**src/rtl/controle_execucao.sv**
```systemverilog
// controle_execucao -- run-control sequencer for the single-cycle RISC-V core.
//
// Gates PC advancement (pc_en) so the core can be halted, run freely or
// single-stepped. It writes program words into instruction memory while the
// core is halted, stops on a single word-address breakpoint, and counts
// committed instructions.
//
// Ports:
//   clk, reset           rising-edge clock, asynchronous active-high reset
//   cmd_valid/cmd_ready  command handshake (accepted when both high at clk edge)
//   cmd_op               0 NOP, 1 RUN, 2 HALT, 3 STEP, 4 LOAD, 5 SETBP, 6 CLRBP, 7 reserved
//   cmd_addr, cmd_data   word address (LOAD/SETBP) and instruction word (LOAD)
//   pc                   current PC from the datapath
//   pc_en                PC register update enable (combinational)
//   imem_we/addr/wdata   registered instruction-memory write port
//   halted               high while halted
//   bp_hit               sticky: execution stopped on the breakpoint
//   cmd_err              one-cycle pulse: command rejected while running
//   instr_count          committed-instruction counter (wraps)
module controle_execucao #(
  parameter int ADDR_W = 6,
  parameter int CNT_W  = 32
) (
  input  logic              clk,
  input  logic              reset,
  input  logic              cmd_valid,
  output logic              cmd_ready,
  input  logic [2:0]        cmd_op,
  input  logic [ADDR_W-1:0] cmd_addr,
  input  logic [31:0]       cmd_data,
  input  logic [31:0]       pc,
  output logic              pc_en,
  output logic              imem_we,
  output logic [ADDR_W-1:0] imem_addr,
  output logic [31:0]       imem_wdata,
  output logic              halted,
  output logic              bp_hit,
  output logic              cmd_err,
  output logic [CNT_W-1:0]  instr_count
);

  typedef enum logic [1:0] {
    S_HALT = 2'd0,
    S_RUN  = 2'd1,
    S_STEP = 2'd2,
    S_LOAD = 2'd3
  } state_e;

  typedef enum logic [2:0] {
    OP_NOP   = 3'd0,
    OP_RUN   = 3'd1,
    OP_HALT  = 3'd2,
    OP_STEP  = 3'd3,
    OP_LOAD  = 3'd4,
    OP_SETBP = 3'd5,
    OP_CLRBP = 3'd6,
    OP_RSVD  = 3'd7
  } op_e;

  state_e              state_q, state_d;
  logic                bp_en_q, bp_en_d;
  logic [ADDR_W-1:0]   bp_addr_q, bp_addr_d;
  logic                bp_skip_q, bp_skip_d;
  logic                bp_hit_q, bp_hit_d;
  logic                cmd_err_q, cmd_err_d;
  logic                imem_we_q, imem_we_d;
  logic [ADDR_W-1:0]   imem_addr_q, imem_addr_d;
  logic [31:0]         imem_wdata_q, imem_wdata_d;
  logic [CNT_W-1:0]    cnt_q, cnt_d;

  logic                accept;
  logic                bp_match;

  // Only the word index of the PC is compared; the remaining bits are unused.
  logic                pc_unused;
  assign pc_unused = ^{pc[31:ADDR_W+2], pc[1:0]};

  assign cmd_ready = (state_q == S_HALT) || (state_q == S_RUN);
  assign accept    = cmd_valid && cmd_ready;

  // bp_skip masks the breakpoint for the first instruction after a resume so
  // that a run started on the breakpoint address makes progress.
  assign bp_match = (state_q == S_RUN) && bp_en_q && !bp_skip_q &&
                    (pc[ADDR_W+1:2] == bp_addr_q);

  assign pc_en = ((state_q == S_RUN) && !bp_match) || (state_q == S_STEP);

  assign halted      = (state_q == S_HALT);
  assign bp_hit      = bp_hit_q;
  assign cmd_err     = cmd_err_q;
  assign imem_we     = imem_we_q;
  assign imem_addr   = imem_addr_q;
  assign imem_wdata  = imem_wdata_q;
  assign instr_count = cnt_q;

  always_comb begin
    // NOTE: every _d gets a default before any branch, so no path leaves a
    // variable unassigned and no latch is inferred.
    state_d      = state_q;
    bp_en_d      = bp_en_q;
    bp_addr_d    = bp_addr_q;
    bp_skip_d    = bp_skip_q;
    bp_hit_d     = bp_hit_q;
    cmd_err_d    = 1'b0;
    imem_we_d    = 1'b0;
    imem_addr_d  = imem_addr_q;
    imem_wdata_d = imem_wdata_q;
    cnt_d        = cnt_q;

    if (pc_en) begin
      cnt_d     = cnt_q + CNT_W'(1);
      bp_skip_d = 1'b0;
    end

    unique case (state_q)
      S_HALT: begin
        if (accept) begin
          case (op_e'(cmd_op))
            OP_RUN: begin
              state_d   = S_RUN;
              bp_skip_d = 1'b1;
              bp_hit_d  = 1'b0;
            end
            OP_STEP: begin
              state_d  = S_STEP;
              bp_hit_d = 1'b0;
            end
            OP_LOAD: begin
              state_d      = S_LOAD;
              imem_we_d    = 1'b1;
              imem_addr_d  = cmd_addr;
              imem_wdata_d = cmd_data;
            end
            OP_SETBP: begin
              bp_addr_d = cmd_addr;
              bp_en_d   = 1'b1;
            end
            OP_CLRBP: bp_en_d = 1'b0;
            default: ;
          endcase
        end
      end
      S_LOAD: state_d = S_HALT;
      S_STEP: state_d = S_HALT;
      S_RUN: begin
        if (accept) begin
          case (op_e'(cmd_op))
            OP_HALT: state_d = S_HALT;
            OP_SETBP: begin
              bp_addr_d = cmd_addr;
              bp_en_d   = 1'b1;
            end
            OP_CLRBP: bp_en_d = 1'b0;
            OP_LOAD, OP_STEP: cmd_err_d = 1'b1;
            default: ;
          endcase
        end
        // The breakpoint takes priority over a concurrent HALT command.
        if (bp_match) begin
          state_d  = S_HALT;
          bp_hit_d = 1'b1;
        end
      end
      default: state_d = S_HALT;
    endcase
  end

  // NOTE: state uses non-blocking assignments so every register samples the
  // pre-edge values; the async reset clears imem_we at once, even mid-LOAD.
  always_ff @(posedge clk or posedge reset) begin
    if (reset) begin
      state_q      <= S_HALT;
      bp_en_q      <= 1'b0;
      bp_addr_q    <= '0;
      bp_skip_q    <= 1'b0;
      bp_hit_q     <= 1'b0;
      cmd_err_q    <= 1'b0;
      imem_we_q    <= 1'b0;
      imem_addr_q  <= '0;
      imem_wdata_q <= '0;
      cnt_q        <= '0;
    end else begin
      state_q      <= state_d;
      bp_en_q      <= bp_en_d;
      bp_addr_q    <= bp_addr_d;
      bp_skip_q    <= bp_skip_d;
      bp_hit_q     <= bp_hit_d;
      cmd_err_q    <= cmd_err_d;
      imem_we_q    <= imem_we_d;
      imem_addr_q  <= imem_addr_d;
      imem_wdata_q <= imem_wdata_d;
      cnt_q        <= cnt_d;
    end
  end

endmodule

```
**config.mk**
```make
export PLATFORM = sky130hd
export DESIGN_NAME = controle_execucao
export DESIGN_NICKNAME = d
export VERILOG_FILES = /design/src/rtl/controle_execucao.sv
export SDC_FILE = /design/constraint.sdc
export NUM_CORES = 1
export LEC_CHECK = 0
export CORE_ASPECT_RATIO = 1.4
export CORE_UTILIZATION = 24
export CTS_CLUSTER_DIAMETER = 100
export DETAILED_ROUTE_END_ITERATION = 10
export PLACE_DENSITY = 0.48
export SLEW_MARGIN = 20
export SYNTH_ARGS = -nofsm -noshare
export SYNTH_HDL_FRONTEND = slang
export SYNTH_SLANG_ARGS = --single-unit
```
**constraint.sdc**
```tcl
create_clock -name clk -period 2.6 [get_ports clk]
set_clock_uncertainty 0.05 [all_clocks]
set_input_delay 0.52 -clock clk [delete_from_list [all_inputs] [get_ports clk]]
set_output_delay 0.52 -clock clk [all_outputs]
set_load 0.02 [all_outputs]
```
== Word level (Yosys, flattened, before mapping) ==
Cells that the tools add are included.
Widths: inputs -> output; s select.
Word-level totals
  register bits after elaboration: 83
  bits in latches: 0
  bits in writable memories: 0
  bits in read-only memories: 0
  input bits: 76
  logic and storage cells: 69
  memories kept: 0
Operators by class
  $add $sub $neg: 1
  $mul: 0
  div/mod/pow operators: 0
  $lt $le $gt $ge: 0
  equal/unequal tests: 16
  shift-type cells: 0
  muxes and demuxes: 21
  bitwise gates (word level): 0
  reduce and logical (&&, ||, !) cells: 21
Operators by type and width (number)
  $add 32x1->32 const B: 1
  $mux 1: 13
  $pmux 2 s3: 2
  $eq 3x3->1 const B: 3
  $reduce_and 3->1: 3
  $mux 2: 4
  $reduce_and 4->1: 2
  $reduce_or 2->1: 4
  $eq 3x2->1 const B: 2
  $eq 6x6->1: 1
  $logic_and 1x1->1: 5
  $eq 2x2->1 const B: 2
  $ne 2x2->1 const B: 2
  $ne 4x1->1 const B: 1
  $pmux 1 s2: 2
  $reduce_bool 2->1: 2
  $eq 3x1->1 const B: 1
  $ne 3x2->1 const B: 1
  $ne 3x3->1 const B: 1
  $eq 2x1->1 const B: 1
  $logic_not 1->1: 2
  $logic_not 2->1: 1
  $logic_or 1x1->1: 2
  $ne 2x1->1 const B: 1

== Longest topological paths before layout ==
  depth after elaboration: 11
  gate-level depth with buffers: 6

== Worst setup path before layout ==
Ideal clock, no wire load.
  path kind: input to output
  start: input pc[7]
  end: output pc_en
  data arrival time: 1.323 ns
  required time: 2.030 ns
  path slack: 0.707 ns
  cell stages on the path: 4
  path through: xor2_1 nor4_1 a21oi_1 buf_2
Between the ends
  longest elaborated chain between the ends: 5
Ends and longest elaborated chain
  from (decl): RTL line 31  | input logic [31:0] pc,
  $eq 6x6->1: RTL line 84  | (pc[ADDR_W+1:2] == bp_addr_q);
  $logic_and 1x1->1: RTL line 83  | assign bp_match = (state_q == S_RUN) && bp_en_q && !bp_skip_q &&
  $logic_not 1->1: RTL line 86  | assign pc_en = ((state_q == S_RUN) && !bp_match) || (state_q == S_STEP);
  $logic_and 1x1->1: RTL line 86
  $logic_or 1x1->1: RTL line 86
  to (decl): RTL line 32  | output logic pc_en,
No other way between the ends.

== Worst setup path in the final report ==
Same ends and word-level chain as after synthesis.

==> results_tabular.tex <==
\begin{tabular}{lr}
\hline
Metric & Value \\
\hline
\multicolumn{2}{l}{\textbf{Status}} \\
Result of the run & complete, no violations \\
\multicolumn{2}{l}{\textbf{Critical path}} \\
Kind of start point of the critical path & input port \\
Reg2reg path depth & 5 \\
Worst Path Required & between 2 and 2.5 ns \\
Critical-path maximum fanout & 2 \\
Worst Path Class, Setup & input port to output port \\
Arrival time reported for the critical path endpoint & between 1.5 and 2 ns \\
Type of destination of the critical path & output port \\
\multicolumn{2}{l}{\textbf{Place}} \\
GP Congestion & roughly 0.75 \\
Number of buffers inserted by port buffering & approximately 130 \\
Cell count after placement & roughly 600 \\
Detailed Place HPWL & 6.82 mm \\
\multicolumn{2}{l}{\textbf{CTS}} \\
Clock transition at the register clock pins on the worst setup and hold paths after CTS & about 0.060 ns \\
\# Post-CTS Setup Buffers & 0 \\
Max H-tree Level & 3 \\
Hold\_buf cts & 0 \\
TritonCTS buffer count & 9 \\
Buffer levels on the longest clock path & 2 \\
Master cell of the clock root buffer & clkbuf\_16 \\
Sinks on Clock Net & 83 \\
Insertion delay of the later-clocked pin in the worst-skew pair & between 0.3 and 0.4 ns \\
CTS tree & done \\
\multicolumn{2}{l}{\textbf{Die}} \\
Effective utilization at floorplan & 24.6\% \\
Placeable core region & roughly 0.015 mm² \\
DIE AREA & $\sim$0.015 mm² \\
Number of top-level design ports & roughly 150 \\
Die Span X & around 110 µm \\
Std-Cell Rows & 52 \\
Vert. Die Dim & about 150 µm \\
\multicolumn{2}{l}{\textbf{Routing}} \\
Total detailed-routing wirelength & 8.97 mm \\
First-pass detailed-route iteration total & 4 \\
Detailed-route DRC error count & 0 \\
Residual antenna-violating net count after detailed routing & 0 \\
Number of vias per cell after detailed routing & approximately 4.4 \\
DRC marker count from the first detailed-route iteration & a little over 70 \\
Vias after detailed routing & around 2700 \\
Wire per inst & around 15 µm \\
\multicolumn{2}{l}{\textbf{Logic synthesis}} \\
Cell types occupying the most area after synthesis & dfrtp\_1 58\%, mux2\_2 14\%, xnor2\_1 6.9\%, nand4\_1 2.5\%, xor2\_1 2.5\% \\
Synth Warn \# & 0 \\
Number of flops mapped to enable cells by yosys & 0 \\
Synth Register Bits & 83 \\
Share of the yosys chip area belonging to registers & between 50\% and 60\% \\
Netlist area before placement & 0.00357 mm² \\
Dominant cell type by area after synthesis & dfrtp\_1 \\
Library cell with the highest instance count after synthesis & dfrtp\_1 \\
Syn Nets & approximately 350 \\
Proportion of register bits with asynchronous set or reset after synthesis & 100\% \\
Number of distinct library cell variants in the gate-level netlist after synthesis & 36 \\
Fraction of synthesized cell area taken by the top area cell type & 58.2\% \\
Predominant post-synthesis flop cell & dfrtp\_1 \\
Synthesized area per cell & 12.9 µm² \\
Instance count of the mapped netlist & 277 \\
Most frequent cells after synthesis & 83 x dfrtp\_1, 45 x mux2\_2, 28 x xnor2\_1, 17 x nand3\_1, 15 x nand2\_1 \\
\multicolumn{2}{l}{\textbf{STA}} \\
Hold Slack & 0.427 ns \\
Final Hold Viols & 0 \\
Final setup violation count & 0 \\
Maximum clock frequency & between 400 and 500 MHz \\
Post-route fraction of the period consumed by the critical path & a little over nine tenths \\
Unrepaired setup endpoints after global routing & false \\
Worst slew margin relative to its limit & between 50\% and 60\% \\
Minimum clock period & 2.45 ns \\
Max-slew violation count & 0 \\
Transition time at the pin with the least slew margin & around 0.66 ns \\
\multicolumn{2}{l}{\textbf{Cells and area}} \\
Final Non-Filler Cells & approximately 610 \\
Area overhead of the layout relative to synthesis & 53.9\% \\
Number of diodes & 0 \\
Ratio of cells with drive above 1 in the final layout & between 10\% and 20\% \\
Filler Cell Count & $\sim$1400 \\
Final net count & approximately 490 \\
\multicolumn{2}{l}{\textbf{Global route}} \\
Via count of the first global-routing pass & between 2000 and 3000 \\
Combined global-route utilization of all metal layers & 12.6\% \\
Antenna violations before repair & 0 \\
Largest net degree at the start of global routing & 34 \\
Sum of overflow across all layers after global routing & 0 \\
Wire length of the first global-routing pass & 15.0 mm \\
\multicolumn{2}{l}{\textbf{Run}} \\
Max cap viols & 0 \\
\multicolumn{2}{l}{\textbf{Power}} \\
P per Cell Area & just over 900 mW/mm² \\
IR drop worst, VDD & 0.426 mV \\
Leak & between 0.002 and 0.0025 µW \\
\multicolumn{2}{l}{\textbf{Hold path}} \\
Tightest Hold Check Type & flop to flop \\
Min-Delay Path Depth & 1 \\
\hline
\end{tabular}
sequential cells by signal (all words and copies together) (netlist names):
signal,flops
imem_wdata,32
state_q,2
bp_addr_q,6
bp_skip_q,1
instr_count,32
imem_addr,6
imem_we,1
bp_en_q,1
bp_hit,1
cmd_err,1
routing by layer:
metal,track usage [%],up-vias,wire length [µm]
li1,-,1262,-
met1,14.0,1345,3640
met2,22.4,90,4710
met3,3.75,7,507
met4,4.79,0,104
met5,0,-,0
worst max-delay path: stages:
cell             delay, ns
clkdlybuf4s50_1       0.41
xor2_1                0.16
nor4_2                0.35
a21oi_2               0.09
dlygate4sd2_1         0.35
cell families after synthesis:
logic type	synth area share (%)
adders and majority gates	0.351
AOI/OAI and AO/OA	1.72
DFF	58.2
xor gates and xnor gates	9.33
and+or+nand+nor	14.5
muxes	14.2
buffers and inverters	1.68
power by group:
group,leakage [µW],switching (µW),internal [µW]
Clock,0.000163,501,966
Sequential,0.00104,242,1630
Combinational,0.00102,815,915
cells in the final DEF, fill, tap and decap left out, drive strengths merged, types with 3 or more instances in the layout:
cell           instances
xnor2                 28
nor2                   7
nand2                 15
nor4                   4
buf                   12
clkbuf                12
inv                    5
nand3                 17
nand4                 15
nor3                   5
bufinv                 3
xor2                  10
and2                   3
and3                   7
and4                   3
mux2                  45
dfrtp                 83
clkdlybuf4s50        124
path summary, 6_finish.rpt:
path | startpoint | to | slack (ns)
worst max-delay path | pc[7] | pc_en | 0.15
worst min-delay path | instr_count[31] | instr_count[31] | 0.43
worst max register to register | instr_count[12] | instr_count[23] | 0.58
worst min register to register | instr_count[31] | instr_count[31] | 0.43
max in group asynchronous | reset | instr_count[3] | 1.42
min in group asynchronous | reset | imem_wdata[13] | 0.53
metrics by stage:
stage	total power [µW]	TNS, ns	util [%]	worst slack, ns	cell area, µm²
floorplan	2740	0	-	0.707	3570
global placement	3610	-0.224	35.5	-0.224	5140
detailed placement	3650	-0.214	35.5	-0.214	5140
CTS	5170	0	37.9	0.115	5490
global route	5340	0	37.9	0.0834	5490
finish	5070	0	37.9	0.146	5490
final cells by class:
type / instances / area (µm²) / share of cell area (%)
multi-input cells: 180 / 1440 / 26.3
well taps: 189 / 236 / 4.31
clock inverters: 4 / 97.6 / 1.78
flip-flops and latches: 83 / 2080 / 37.8
clock buffers: 12 / 246 / 4.49
inverters: 6 / 26.3 / 0.478
repair buffers: 137 / 1370 / 24.9
timing repair:
item	in CTS	in global routing
endpoints found under the setup margin	1	0
endpoints found under the hold margin	0	0
resized for setup	2	0
Power figures use the tool's default switching activity.
